==> src/rtl/datagram_transmitter.sv <==
// Snapshots datagram on accept, sends SYNC/payload(LSB byte first)/CHK as UART 8N1; TxD falls 1 cycle after accept.
// One-deep pending request while busy, extras dropped; TX_CRC8_EN selects CRC-8 (poly 0x07) instead of the byte sum for CHK.
module datagram_transmitter #(
  parameter int          MSG_BYTES    = 64,
  parameter int          CLKS_PER_BIT = 868,
  parameter logic [7:0]  SYNC_BYTE    = 8'hA5,
  parameter int          GAP_BITS     = 2
) (
  input  logic                   clk,
  input  logic                   rst,
  input  logic [MSG_BYTES*8-1:0] datagram,
  input  logic                   send,
  output logic                   busy,
  output logic                   frame_done,
  output logic                   TxD,
  output logic [15:0]            frame_count
);

  localparam int GAP_CLKS = GAP_BITS * CLKS_PER_BIT;
  localparam int CNT_MAX  = (GAP_CLKS > CLKS_PER_BIT) ? GAP_CLKS : CLKS_PER_BIT;
  localparam int CNT_W    = $clog2(CNT_MAX + 1);
  localparam int IDX_W    = (MSG_BYTES > 1) ? $clog2(MSG_BYTES) : 1;

  localparam logic [CNT_W-1:0] BIT_LAST = CNT_W'(CLKS_PER_BIT - 1);
  localparam logic [CNT_W-1:0] GAP_LAST = CNT_W'(GAP_CLKS - 1);
  localparam logic [IDX_W-1:0] IDX_LAST = IDX_W'(MSG_BYTES - 1);

  typedef enum logic [2:0] {IDLE, SYNC, DATA, CHECK, GAP} state_t;

  state_t                 state_q, state_d;
  logic [CNT_W-1:0]       cnt_q, cnt_d;
  logic [3:0]             bit_q, bit_d;
  logic [IDX_W-1:0]       idx_q, idx_d;
  logic [8:0]             shift_q, shift_d;
  logic [7:0]             chk_q, chk_d;
  logic [MSG_BYTES*8-1:0] snap_q, snap_d;
  logic                   pending_q, pending_d;
  logic                   busy_q, busy_d;
  logic                   done_q, done_d;
  logic                   txd_q, txd_d;
  logic [15:0]            fcnt_q, fcnt_d;

  logic                   accept;
  logic                   ld;
  logic [7:0]             ld_byte;

  function automatic logic [7:0] chk_step(input logic [7:0] c, input logic [7:0] b);
`ifdef TX_CRC8_EN
    logic [7:0] r;
    r = c ^ b;
    for (int i = 0; i < 8; i++) begin
      r = r[7] ? ({r[6:0], 1'b0} ^ 8'h07) : {r[6:0], 1'b0};
    end
    return r;
`else
    return c + b;
`endif
  endfunction

  always_comb begin
    state_d   = state_q;
    cnt_d     = cnt_q;
    bit_d     = bit_q;
    idx_d     = idx_q;
    shift_d   = shift_q;
    chk_d     = chk_q;
    snap_d    = snap_q;
    pending_d = pending_q;
    busy_d    = busy_q;
    done_d    = 1'b0;
    txd_d     = txd_q;
    fcnt_d    = fcnt_q;
    accept    = 1'b0;
    ld        = 1'b0;
    ld_byte   = 8'h00;

    case (state_q)
      IDLE: begin
        if (send) accept = 1'b1;
      end
      SYNC, DATA, CHECK: begin
        if (cnt_q != BIT_LAST) begin
          cnt_d = cnt_q + 1'b1;
        end else if (bit_q != 4'd9) begin
          // shift_q carries the stop bit above the data, so bit 9 drives 1
          cnt_d   = '0;
          bit_d   = bit_q + 4'd1;
          txd_d   = shift_q[0];
          shift_d = {1'b1, shift_q[8:1]};
        end else begin
          case (state_q)
            SYNC: begin
              ld      = 1'b1;
              ld_byte = snap_q[7:0];
              chk_d   = chk_step(chk_q, snap_q[7:0]);
              snap_d  = snap_q >> 8;
              idx_d   = '0;
              state_d = DATA;
            end
            DATA: begin
              ld = 1'b1;
              if (idx_q == IDX_LAST) begin
                ld_byte = chk_q;
                state_d = CHECK;
              end else begin
                ld_byte = snap_q[7:0];
                chk_d   = chk_step(chk_q, snap_q[7:0]);
                snap_d  = snap_q >> 8;
                idx_d   = idx_q + 1'b1;
              end
            end
            default: begin
              cnt_d   = '0;
              txd_d   = 1'b1;
              state_d = GAP;
            end
          endcase
        end
      end
      GAP: begin
        if (cnt_q == GAP_LAST) begin
          if (pending_q || send) begin
            accept = 1'b1;
          end else begin
            busy_d  = 1'b0;
            state_d = IDLE;
          end
        end else begin
          cnt_d = cnt_q + 1'b1;
        end
      end
      default: state_d = IDLE;
    endcase

    if (accept) begin
      snap_d    = datagram;
      chk_d     = 8'h00;
      busy_d    = 1'b1;
      pending_d = 1'b0;
      state_d   = SYNC;
      ld        = 1'b1;
      ld_byte   = SYNC_BYTE;
    end else if (send && state_q != IDLE) begin
      pending_d = 1'b1;
    end

    if (ld) begin
      txd_d   = 1'b0;
      shift_d = {1'b1, ld_byte};
      bit_d   = 4'd0;
      cnt_d   = '0;
    end

    // frame_done and the count land together on the final gap cycle
    if (state_d == GAP && cnt_d == GAP_LAST) begin
      done_d = 1'b1;
      fcnt_d = fcnt_q + 16'd1;
    end
  end

  always_ff @(posedge clk or negedge rst) begin
    if (!rst) begin
      state_q   <= IDLE;
      cnt_q     <= '0;
      bit_q     <= 4'd0;
      idx_q     <= '0;
      shift_q   <= '0;
      chk_q     <= 8'h00;
      snap_q    <= '0;
      pending_q <= 1'b0;
      busy_q    <= 1'b0;
      done_q    <= 1'b0;
      txd_q     <= 1'b1;
      fcnt_q    <= 16'd0;
    end else begin
      state_q   <= state_d;
      cnt_q     <= cnt_d;
      bit_q     <= bit_d;
      idx_q     <= idx_d;
      shift_q   <= shift_d;
      chk_q     <= chk_d;
      snap_q    <= snap_d;
      pending_q <= pending_d;
      busy_q    <= busy_d;
      done_q    <= done_d;
      txd_q     <= txd_d;
      fcnt_q    <= fcnt_d;
    end
  end

  assign busy        = busy_q;
  assign frame_done  = done_q;
  assign TxD         = txd_q;
  assign frame_count = fcnt_q;

endmodule

==> config.mk <==
export PLATFORM = sky130hd
export DESIGN_NAME = datagram_transmitter
export DESIGN_NICKNAME = d
export VERILOG_FILES = /design/src/rtl/datagram_transmitter.sv
export SDC_FILE = /design/constraint.sdc
export NUM_CORES = 1
export LEC_CHECK = 0
export BUFFER_PORTS_ARGS = -buffer_cell sky130_fd_sc_hd__buf_2
export CAP_MARGIN = 20
export CORE_ASPECT_RATIO = 0.5
export CORE_MARGIN = 3
export CORE_UTILIZATION = 60
export DETAILED_ROUTE_END_ITERATION = 10
export PLACE_DENSITY = 0.86
export SLEW_MARGIN = 20
export SYNTH_ARGS = -nofsm -noshare
export SYNTH_HDL_FRONTEND = slang
export SYNTH_SLANG_ARGS = --single-unit
==> constraint.sdc <==
create_clock -name clk -period 5.4 [get_ports clk]
set_clock_uncertainty 0.15 [all_clocks]
set_input_delay 0.81 -clock clk [delete_from_list [all_inputs] [get_ports clk]]
set_output_delay 0.81 -clock clk [all_outputs]
set_load 0.05 [all_outputs]
==> results.md, run 1 <==
- Vias in the first global route: around 23000
- Seq/Total Area, Yosys: 0.543
- R2r setup slk: 1.25 ns
- Core area: 42700 sq um
- Die ar.: around 47000 sq um
- Largest cells by area after synthesis: dfrtp_1, nand2_1, a31oi_1, nor2_1, clkbuf_1
- Max Cap Viol: 0
- Layout area overhead: 17.1%
- Largest net degree at the start of global routing: between 200 and 300
- Final Hold Viols: 0
- Global-route wire length before repair: 114000 um
- Cell area after synthesis: between 20000 and 30000 sq um
- Clock power frac: 0.305
- Syn nets: roughly 3700
- FMAX: between 0.2 and 0.25 GHz
- Pint: about 0.0086 W
- Combinational power share: 0.168
- Crit path DAT: approximately 4.5 ns
- Number of detailed-route iterations in the first pass: 8
- GR Overflow Total: 0
- Share of cells above drive strength 1: 0.185
- Cts repair resizes: 0
- Main combinational cell family by area after synthesis: simple AND/OR/NAND/NOR gates
- RSZ-0062 raised after global routing: false
- Cell Pwr Density: approximately 390 nW/um^2
- XOR/XNOR share of the synthesized area: 0.0103
- Clock transition at the registers of the reported paths: 0.07 ns
- Max FO, Critical Path: 21
- Clock latency on the worst-skew pair: about 0.57 ns
- Seq pwr share: 0.527
- Vias/cell: 5.74
- Psw: 0.00354 W
- I/O pin count: around 530
- DIE WIDTH: between 300 and 400 um
- Port buffer count: between 500 and 600
- Iter 0 DRT Violations: ~2900
- CTS sink count: roughly 570
- DR WL/cell: 17.2 um
- Root Buffer Master: clkbuf_16
- #FFs+latches synth: 573
- Antenna violations before repair: 37
- Core Rows: 53
- Post-synth top cells: nand2_1, dfrtp_1, nor2_1, a31oi_1, clkbuf_1
- Via count: approximately 24000
- Worst Setup Start Kind: flop
- CTS H-Tree Depth: 2
- Final setup fails: 0
- VDD IR max: 288 uV
- Syn Inst Count: ~3200
- Total power: between 0.01 and 0.015 W
- Synth Area in Adders: 0.00645
- Netlist cell types: 65
- Critical path class: reg -> reg
- Reg-to-Reg End: frame_count[1]
- Post-CTS Repair Setup Buffers: 0
- Final Instance Area: 30900 sq um
- Syn avg cell area: 8.32 sq um
- Status: finished, final reports clean
- Max Transition Viols Final: 0
- Worst Path Required: between 5 and 6 ns
- CTS tree: built
- Drc violations: 0
- Slew margin rel.: 0.187
- Switching part of the total: 0.291
- Max clock buf depth: 3
- Hold buffers post-CTS: 0
- RR Startpoint: cnt_q[0]
- Fin crit period: between 4 and 5 ns
- Final ANT Viol Nets: 0
- R2R depth: 9
- Hold Crit Class: in -> async
- Top_reg_cell synth: dfrtp_1
- Worst-Margin Slew: 1.22 ns
- Gr usage total: 0.298
- Die height: 154 um
- Final nets: 4068
- Count leader, synth: nand2_1
- DP HPWL: around 47000 um
- Total CTS buffers: 50
- Lkg Pwr: approximately 15 nW
- Warning count from the yosys run: 0
- Complex-gate fraction of the synthesized area: 0.141
- Mux cell area share after synthesis: 0.00322
- DRT Wirelength: 72100 um
- Placed Instance Area: roughly 29000 sq um
- CP Capture Type: flop
- Gpl congestion: roughly 0.89
- Setup TNS: 0 ns
- Initial Util: 0.618
- Synth area leader: dfrtp_1
- Fin crit share: 0.768
- Async SR Flop Fraction: 1.00
- Post-synthesis simple-gate area fraction: 0.255
- EDFF count, synth: 0
- Post-synth top area share: 0.542
-- stage by stage --
stage          std cells  worst slack [ns]   util  hold WS (ns)
3_3_place_gp        4065              1.44  0.682         0.319
6_report            4192              1.25  0.723         0.132
5_1_grt             4192             0.929  0.723         0.160
3_5_place_dp        4065              1.38  0.682         0.320
4_1_cts             4158              1.32  0.721         0.163
2_1_floorplan       3173              2.45      -         0.289
-- layer usage --
metal | share of wire | global-route usage | vias to the layer above
met5 | 0.00057 | 0 | -
met2 | 0.49 | 0.476 | 859
li1 | - | - | 11400
met1 | 0.41 | 0.416 | 11600
met4 | 0.037 | 0.124 | 6
met3 | 0.059 | 0.0417 | 188
-- critical path, stage by stage, from the launching register on --
cell      delay [ns]
dfrtp_1         0.44
ha_1            0.30
nand4b_4        0.19
nor4_2          0.38
nand2_1         0.56
nand2_1         0.60
nor3_1          0.20
nor4_4          0.70
nand3_2         0.19
mux2_4          0.34
-- how the worst max path moves through the flow --
| stage | end | from | slack, ns | cells past startpoint |
|---|---|---|---|---|
| 6_report | frame_count[1] | cnt_q[0] | 1.25 | 9 |
| 5_1_grt | frame_count[1] | cnt_q[0] | 0.93 | 9 |
| 4_1_cts | frame_count[1] | cnt_q[0] | 1.32 | 9 |
| 3_5_place_dp | frame_count[1] | cnt_q[0] | 1.38 | 9 |
| 3_3_place_gp | frame_count[1] | cnt_q[0] | 1.44 | 9 |
| 2_1_floorplan | frame_count[2] | cnt_q[0] | 2.45 | 10 |
-- placed cells by master, fill, tap and decap left out, types with 13 or more instances in the layout --
| master | n |
|---|---|
| o21ai_0 | 24 |
| a31oi_1 | 508 |
| buf_12 | 13 |
| clkbuf_16 | 51 |
| diode_2 | 34 |
| clkbuf_8 | 13 |
| buf_2 | 532 |
| nand4_1 | 17 |
| xnor2_1 | 21 |
| nand3_1 | 16 |
| a21oi_1 | 22 |
| nor2_1 | 542 |
| dfrtp_1 | 572 |
| nand2_1 | 1064 |
-- sequential cells by signal, indices dropped and copies added (netlist names) --
register and flops:
snap_q 512, frame_count 16, cnt_q 11, shift_q 9
chk_q 8, idx_q 6, bit_q 4, state_q 3
TxD 1, busy 1, frame_done 1, pending_q 1
-- final cells by class --
type | count | area (sq um)
inverter | 10 | 37.5
multi-input combinational | 2347 | 11000
timing repair buffer | 558 | 3030
clock buffer | 74 | 1490
fill | 3234 | 11800
clock inverter | 19 | 184
sequential | 573 | 14300
tap | 577 | 722
antenna | 34 | 85.1
-- kinds of logic (layout without fill, tap and decap cells) --
logic type / Yosys count / count (layout)
buffers and inverters: 253 / 661
muxes: 8 / 8
DFF: 573 / 573
adders and majority gates: 13 / 13
AOI/OAI and AO/OA: 592 / 592
xor gates and xnor gates: 31 / 31
other: 0 / 34
and+or+nand+nor: 1703 / 1703
-- power groups by stage --
stage | Combinational, W | Clock, W | Sequential [W]
after floorplan | 0.00149 | 0 | 0.00615
after global routing | 0.00236 | 0.00393 | 0.00654
after CTS | 0.00205 | 0.00375 | 0.00637
after detailed placement | 0.00204 | 0 | 0.00641
after global placement | 0.00191 | 0 | 0.00639
final | 0.00204 | 0.00371 | 0.00640
Note: power is estimated with default switching activity, not from simulation.
==> run 2, diff against run 1 <==
--- a/config.mk
+++ b/config.mk
@@ -9,9 +9,9 @@
 export CAP_MARGIN = 20
 export CORE_ASPECT_RATIO = 0.5
 export CORE_MARGIN = 3
-export CORE_UTILIZATION = 60
+export CORE_UTILIZATION = 50
 export DETAILED_ROUTE_END_ITERATION = 10
-export PLACE_DENSITY = 0.86
+export PLACE_DENSITY = 0.77
 export SLEW_MARGIN = 20
 export SYNTH_ARGS = -nofsm -noshare
 export SYNTH_HDL_FRONTEND = slang
==> constraint.sdc (replaced) <==
create_clock -name clk -period 3.55 [get_ports clk]
set_clock_uncertainty 0.15 [all_clocks]
set_input_delay 0.5325 -clock clk [delete_from_list [all_inputs] [get_ports clk]]
set_output_delay 0.5325 -clock clk [all_outputs]
set_load 0.05 [all_outputs]
==> results.md, run 2 (synthesis gave the netlist of run 1 again) <==
- Status: finished, final reports clean
- I/O pin count: about 530
- Share of cells above drive strength 1: 0.193
- Die ar.: between 50000 and 60000 sq um
- Global-route wire length before repair: between 100000 and 150000 um
- Final Hold Viols: 0
- Worst-Margin Slew: 1.14 ns
- DP HPWL: 50100 um
- DIE WIDTH: 331 um
- Layout Utilization: 0.613
- Final ANT Viol Nets: 0
- Antenna violations before repair: 21
- Number of detailed-route iterations in the first pass: 6
- Cell Pwr Density: around 590 nW/um^2
- Total CTS buffers: 51
- Commonest non-fill, non-tap cell in the layout: nand2_1
- Initial Util: 0.516
- Worst Path Required: just under 4 ns
- Slew margin rel.: 0.241
- Lkg Pwr: 15.2 nW
- Fin crit period: around 3.3 ns
- DRT Wirelength: about 75000 um
- DR WL/cell: between 15 and 20 um
- Max clock buf depth: 3
- FMAX: between 0.3 and 0.4 GHz
- Via count: roughly 24000
- Crit path DAT: ~3.6 ns
- Max Transition Viols Final: 0
- Gr usage total: 0.258
- Core Rows: slightly below 60
- Max Cap Viol: 0
- Die height: roughly 170 um
- Vias in the first global route: ~23000
- Critical path class: reg -> reg
- Clock transition at the registers of the reported paths: 0.07 ns
- Iter 0 DRT Violations: roughly 2500
- VDD IR max: 431 uV
- Fin crit share: 0.929
- RSZ-0062 raised after global routing: false
- Max FO, Critical Path: 114
- Clock latency on the worst-skew pair: a little under 0.6 ns
- Final setup fails: 0
- Placed Instance Area: between 20000 and 30000 sq um
- CP Capture Type: flop
- Commonest non-fill, non-tap cells in the layout: nand2_1, dfrtp_1, nor2_1, buf_2, a31oi_1
- Drc violations: 0
- Vias/cell: between 5 and 6
- Core area: 51200 sq um
- Worst Setup Start Kind: flop
- Max reg flops: between 500 and 600
- Hold Crit Class: in -> reg
- CTS sink count: 573
- Port buffer count: between 500 and 600
- Gpl congestion: between 0.8 and 0.9
- CTS tree: built
- Layout area overhead: 18.9%
- Register name with the most flops: snap_q
- Largest net degree at the start of global routing: 256
- Root Buffer Master: clkbuf_16
- CTS H-Tree Depth: 2
- Final Instance Area: approximately 31000 sq um
- GR Overflow Total: 0
- Final nets: ~4100
- Setup TNS: 0 ns
-- run 2: cell count changes in the layout (fill, tap and decap cells not counted), moves of 2 or more --
cell,previous run,this run
buf_12,13,20
buf_4,12,43
bufinv_16,3,1
clkbuf_1,10,12
clkbuf_16,51,53
diode_2,34,21
inv_6,2,0
-- run 2: timing repair --
item,CTS,global route
hold buffers,1,0
buffers inserted,0,2
endpoints found under the setup margin,0,20
endpoints found under the hold margin,73,0
resized for setup,0,1
-- run 2: area by class of cell --
cell class | count | area (sq um)
Fill cell | 4461 | 19800
Sequential cell | 573 | 14300
Multi-Input combinational cell | 2347 | 11000
Timing Repair Buffer | 598 | 3420
Clock buffer | 77 | 1540
Tap cell | 690 | 863
Clock inverter | 16 | 115
Antenna cell | 21 | 52.6
Inverter | 10 | 37.5
-- run 2: stage by stage --
step	hold WS (ns)	instances	setup slack, ns	total power (W)
5_1_grt	0.0220	4332	0.0454	0.0196
4_1_cts	0.0110	4309	0.0656	0.0185
3_3_place_gp	0.307	4215	0.165	0.0127
2_1_floorplan	0.0869	3173	0.599	0.0116
3_5_place_dp	0.311	4215	0.0804	0.0129
6_report	0.0338	4332	0.252	0.0184
-- run 2: routing by layer --
metal | track usage | wire, um | vias to the layer above
met5 | 0 | 0 | -
met4 | 0.104 | 2540 | 0
met3 | 0.0314 | 3570 | 151
met2 | 0.431 | 37700 | 740
met1 | 0.346 | 30900 | 11600
li1 | - | - | 11500
-- run 2: worst max-delay path: stages (launching register included) --
cell and delay (ns):
dfrtp_1 0.44, ha_1 0.29, nand4b_4 0.18, nor4_2 0.40
nand2_1 0.25, buf_4 0.27, nor2_4 0.20, buf_12 0.18
buf_12 0.38, nand2_1 0.12, a31oi_1 0.22
-- run 2: worst paths after layout --
check	slack, ns	to	cells after the start	from
min in group asynchronous	0.39	snap_q[81]	2	rst
hold / removal	0.03	snap_q[507]	2	datagram[507]
max in group asynchronous	1.87	snap_q[25]	4	rst
hold reg to reg	0.32	shift_q[8]	1	shift_q[8]
setup / recovery	0.25	snap_q[154]	10	cnt_q[0]
setup reg to reg	0.25	snap_q[154]	10	cnt_q[0]
-- run 2: power breakdown --
part / switching (W) / leakage [nW] / total (W) / internal [W]
Sequential: 0.00121 / 6.32 / 0.00970 / 0.00849
Combinational: 0.00165 / 8.08 / 0.00314 / 0.00149
Clock: 0.00252 / 0.829 / 0.00559 / 0.00307
==> run 3, diff against run 2 <==
--- a/config.mk
+++ b/config.mk
@@ -9,9 +9,10 @@
 export CAP_MARGIN = 20
 export CORE_ASPECT_RATIO = 0.5
 export CORE_MARGIN = 3
-export CORE_UTILIZATION = 50
+export CORE_UTILIZATION = 45
 export DETAILED_ROUTE_END_ITERATION = 10
-export PLACE_DENSITY = 0.77
+export PLACE_DENSITY = 0.7
+export REMOVE_ABC_BUFFERS = 1
 export SLEW_MARGIN = 20
 export SYNTH_ARGS = -nofsm -noshare
 export SYNTH_HDL_FRONTEND = slang
==> results.md, run 3 (synthesis gave the netlist of run 1 again) <==
- Vias/cell: between 5 and 6
- Max clock buf depth: 3
- Commonest non-fill, non-tap cells in the layout: nand2_1, dfrtp_1, nor2_1, buf_2, a31oi_1
- Commonest non-fill, non-tap cell in the layout: nand2_1
- Hold Crit Class: in -> reg
- Slew margin rel.: 0.359
- FMAX: 0.295 GHz
- Root Buffer Master: clkbuf_16
- Fin crit share: 0.954
- Status: finished, final reports clean
- Core Rows: 62
- Fill cells: approximately 5300
- Max reg flops: 512
- DP HPWL: 51900 um
- DRT Wirelength: approximately 76000 um
- Layout Utilization: 0.549
- Die ar.: between 60000 and 70000 sq um
- Largest net degree at the start of global routing: approximately 230
- R2r setup slk: about 0.16 ns
- CTS sink count: 573
- Gpl congestion: between 0.8 and 0.9
- Antenna violations before repair: 33
- Initial Util: 0.458
- Worst-Margin Slew: 0.961 ns
- Lkg Pwr: around 15 nW
- Die height: 177 um
- CP Capture Type: flop
- Max Transition Viols Final: 0
- Gr usage total: 0.237
- Port buffer count: around 530
- GR Overflow Total: 0
- Cell Pwr Density: approximately 590 nW/um^2
- DR WL/cell: roughly 17 um
- Vias in the first global route: ~22000
- Final nets: 4104
- RSZ-0062 raised after global routing: false
- Final WS setup: between 0.15 and 0.2 ns
- Post-CTS Repair Setup Buffers: 0
- Clock latency on the worst-skew pair: slightly below 0.6 ns
- Via count: between 20000 and 25000
- Total CTS buffers: 52
- Critical path class: reg -> reg
- Final ANT Viol Nets: 0
- Share of cells above drive strength 1: 0.191
- Core area: between 50000 and 60000 sq um
- Worst Setup Start Kind: flop
- VDD IR max: about 340 uV
- Iter 0 DRT Violations: about 2300
- Crit path DAT: about 3.6 ns
- Max Cap Viol: 0
- Worst Path Required: ~3.8 ns
- DIE WIDTH: 348 um
- Layout area overhead: 20.0%
- CTS tree: built
- Place WS: around 0.28 ns
- Max FO, Critical Path: 177
- I/O pin count: 534
- Register name with the most flops: snap_q
- Fin crit period: about 3.4 ns
- Global-route wire length before repair: roughly 120000 um
- Setup TNS: 0 ns
- Final setup fails: 0
- Clock transition at the registers of the reported paths: approximately 0.07 ns
- CTS H-Tree Depth: 2
- Drc violations: 0
- Final Hold Viols: 0
- Number of detailed-route iterations in the first pass: 7
- Total power: between 0.015 and 0.02 W
[run 3: cell count changes in the layout (fill, tap and decap cells not counted), moves of 3 or more]
cell,previous run,this run
bufinv_16,1,6
dlygate4sd3_1,1,8
clkbuf_1,12,8
buf_12,20,23
buf_4,43,28
diode_2,21,33
clkinv_2,13,8
[run 3: worst max-delay path, stage by stage (launching register included)]
cell      delay (ns)
dfrtp_1         0.46
ha_1            0.30
nand4b_4        0.18
nor4_2          0.44
nand2_2         0.20
buf_4           0.25
or2_4           0.40
buf_12          0.27
nand2_1         0.23
a31oi_1         0.11
[run 3: cell type report]
type	instances	area, sq um	area share
clock inverters	18	254	0.00802
inverters	10	37.5	0.00119
repair buffers	592	3430	0.108
multi-input cells	2347	11000	0.348
flip-flops and latches	573	14300	0.453
clock buffers	75	1550	0.0489
well taps	768	961	0.0304
diodes	33	82.6	0.00261
[run 3: final timing paths]
| kind | from | to | cells past startpoint |
|---|---|---|---|
| min | datagram[157] | snap_q[157] | 3 |
| max in group asynchronous | rst | snap_q[152] | 3 |
| max reg2reg | cnt_q[0] | snap_q[325] | 9 |
| min reg2reg | frame_count[15] | frame_count[15] | 1 |
| min in group asynchronous | rst | snap_q[108] | 2 |
| max | cnt_q[0] | snap_q[325] | 9 |
[run 3: repair_timing]
action / in CTS / in global routing
hold buffers: 8 / 0
endpoints found under the hold margin: 53 / 0
endpoints found under the setup margin: 0 / 5
gates resized for setup: 0 / 1
[run 3: metal layers]
metal,track usage,vias to the layer above,routed length [um]
met1,0.295,11600,30700
met2,0.404,563,39300
met4,0.132,0,3640
li1,-,11500,-
met3,0.0287,166,2670
met5,0,-,0
[run 3: report_power, final]
part           leakage [nW]  total [W]  switching, W  internal, W
clock                 0.892    0.00605       0.00259      0.00347
combinational          8.05    0.00310       0.00163      0.00148
sequential             6.32    0.00964       0.00115      0.00849
total                  15.3     0.0188       0.00536       0.0134
[run 3: per-stage QoR]
stage | instances | cell area [sq um] | hold slack, ns
6_report | 4416 | 31700 | 0.0639
5_1_grt | 4416 | 31700 | 0.0354
4_1_cts | 4383 | 31600 | 0.00850
3_5_place_dp | 4282 | 29700 | 0.311
3_3_place_gp | 4282 | 29700 | 0.309
2_1_floorplan | 2930 | 25400 | 0.0869
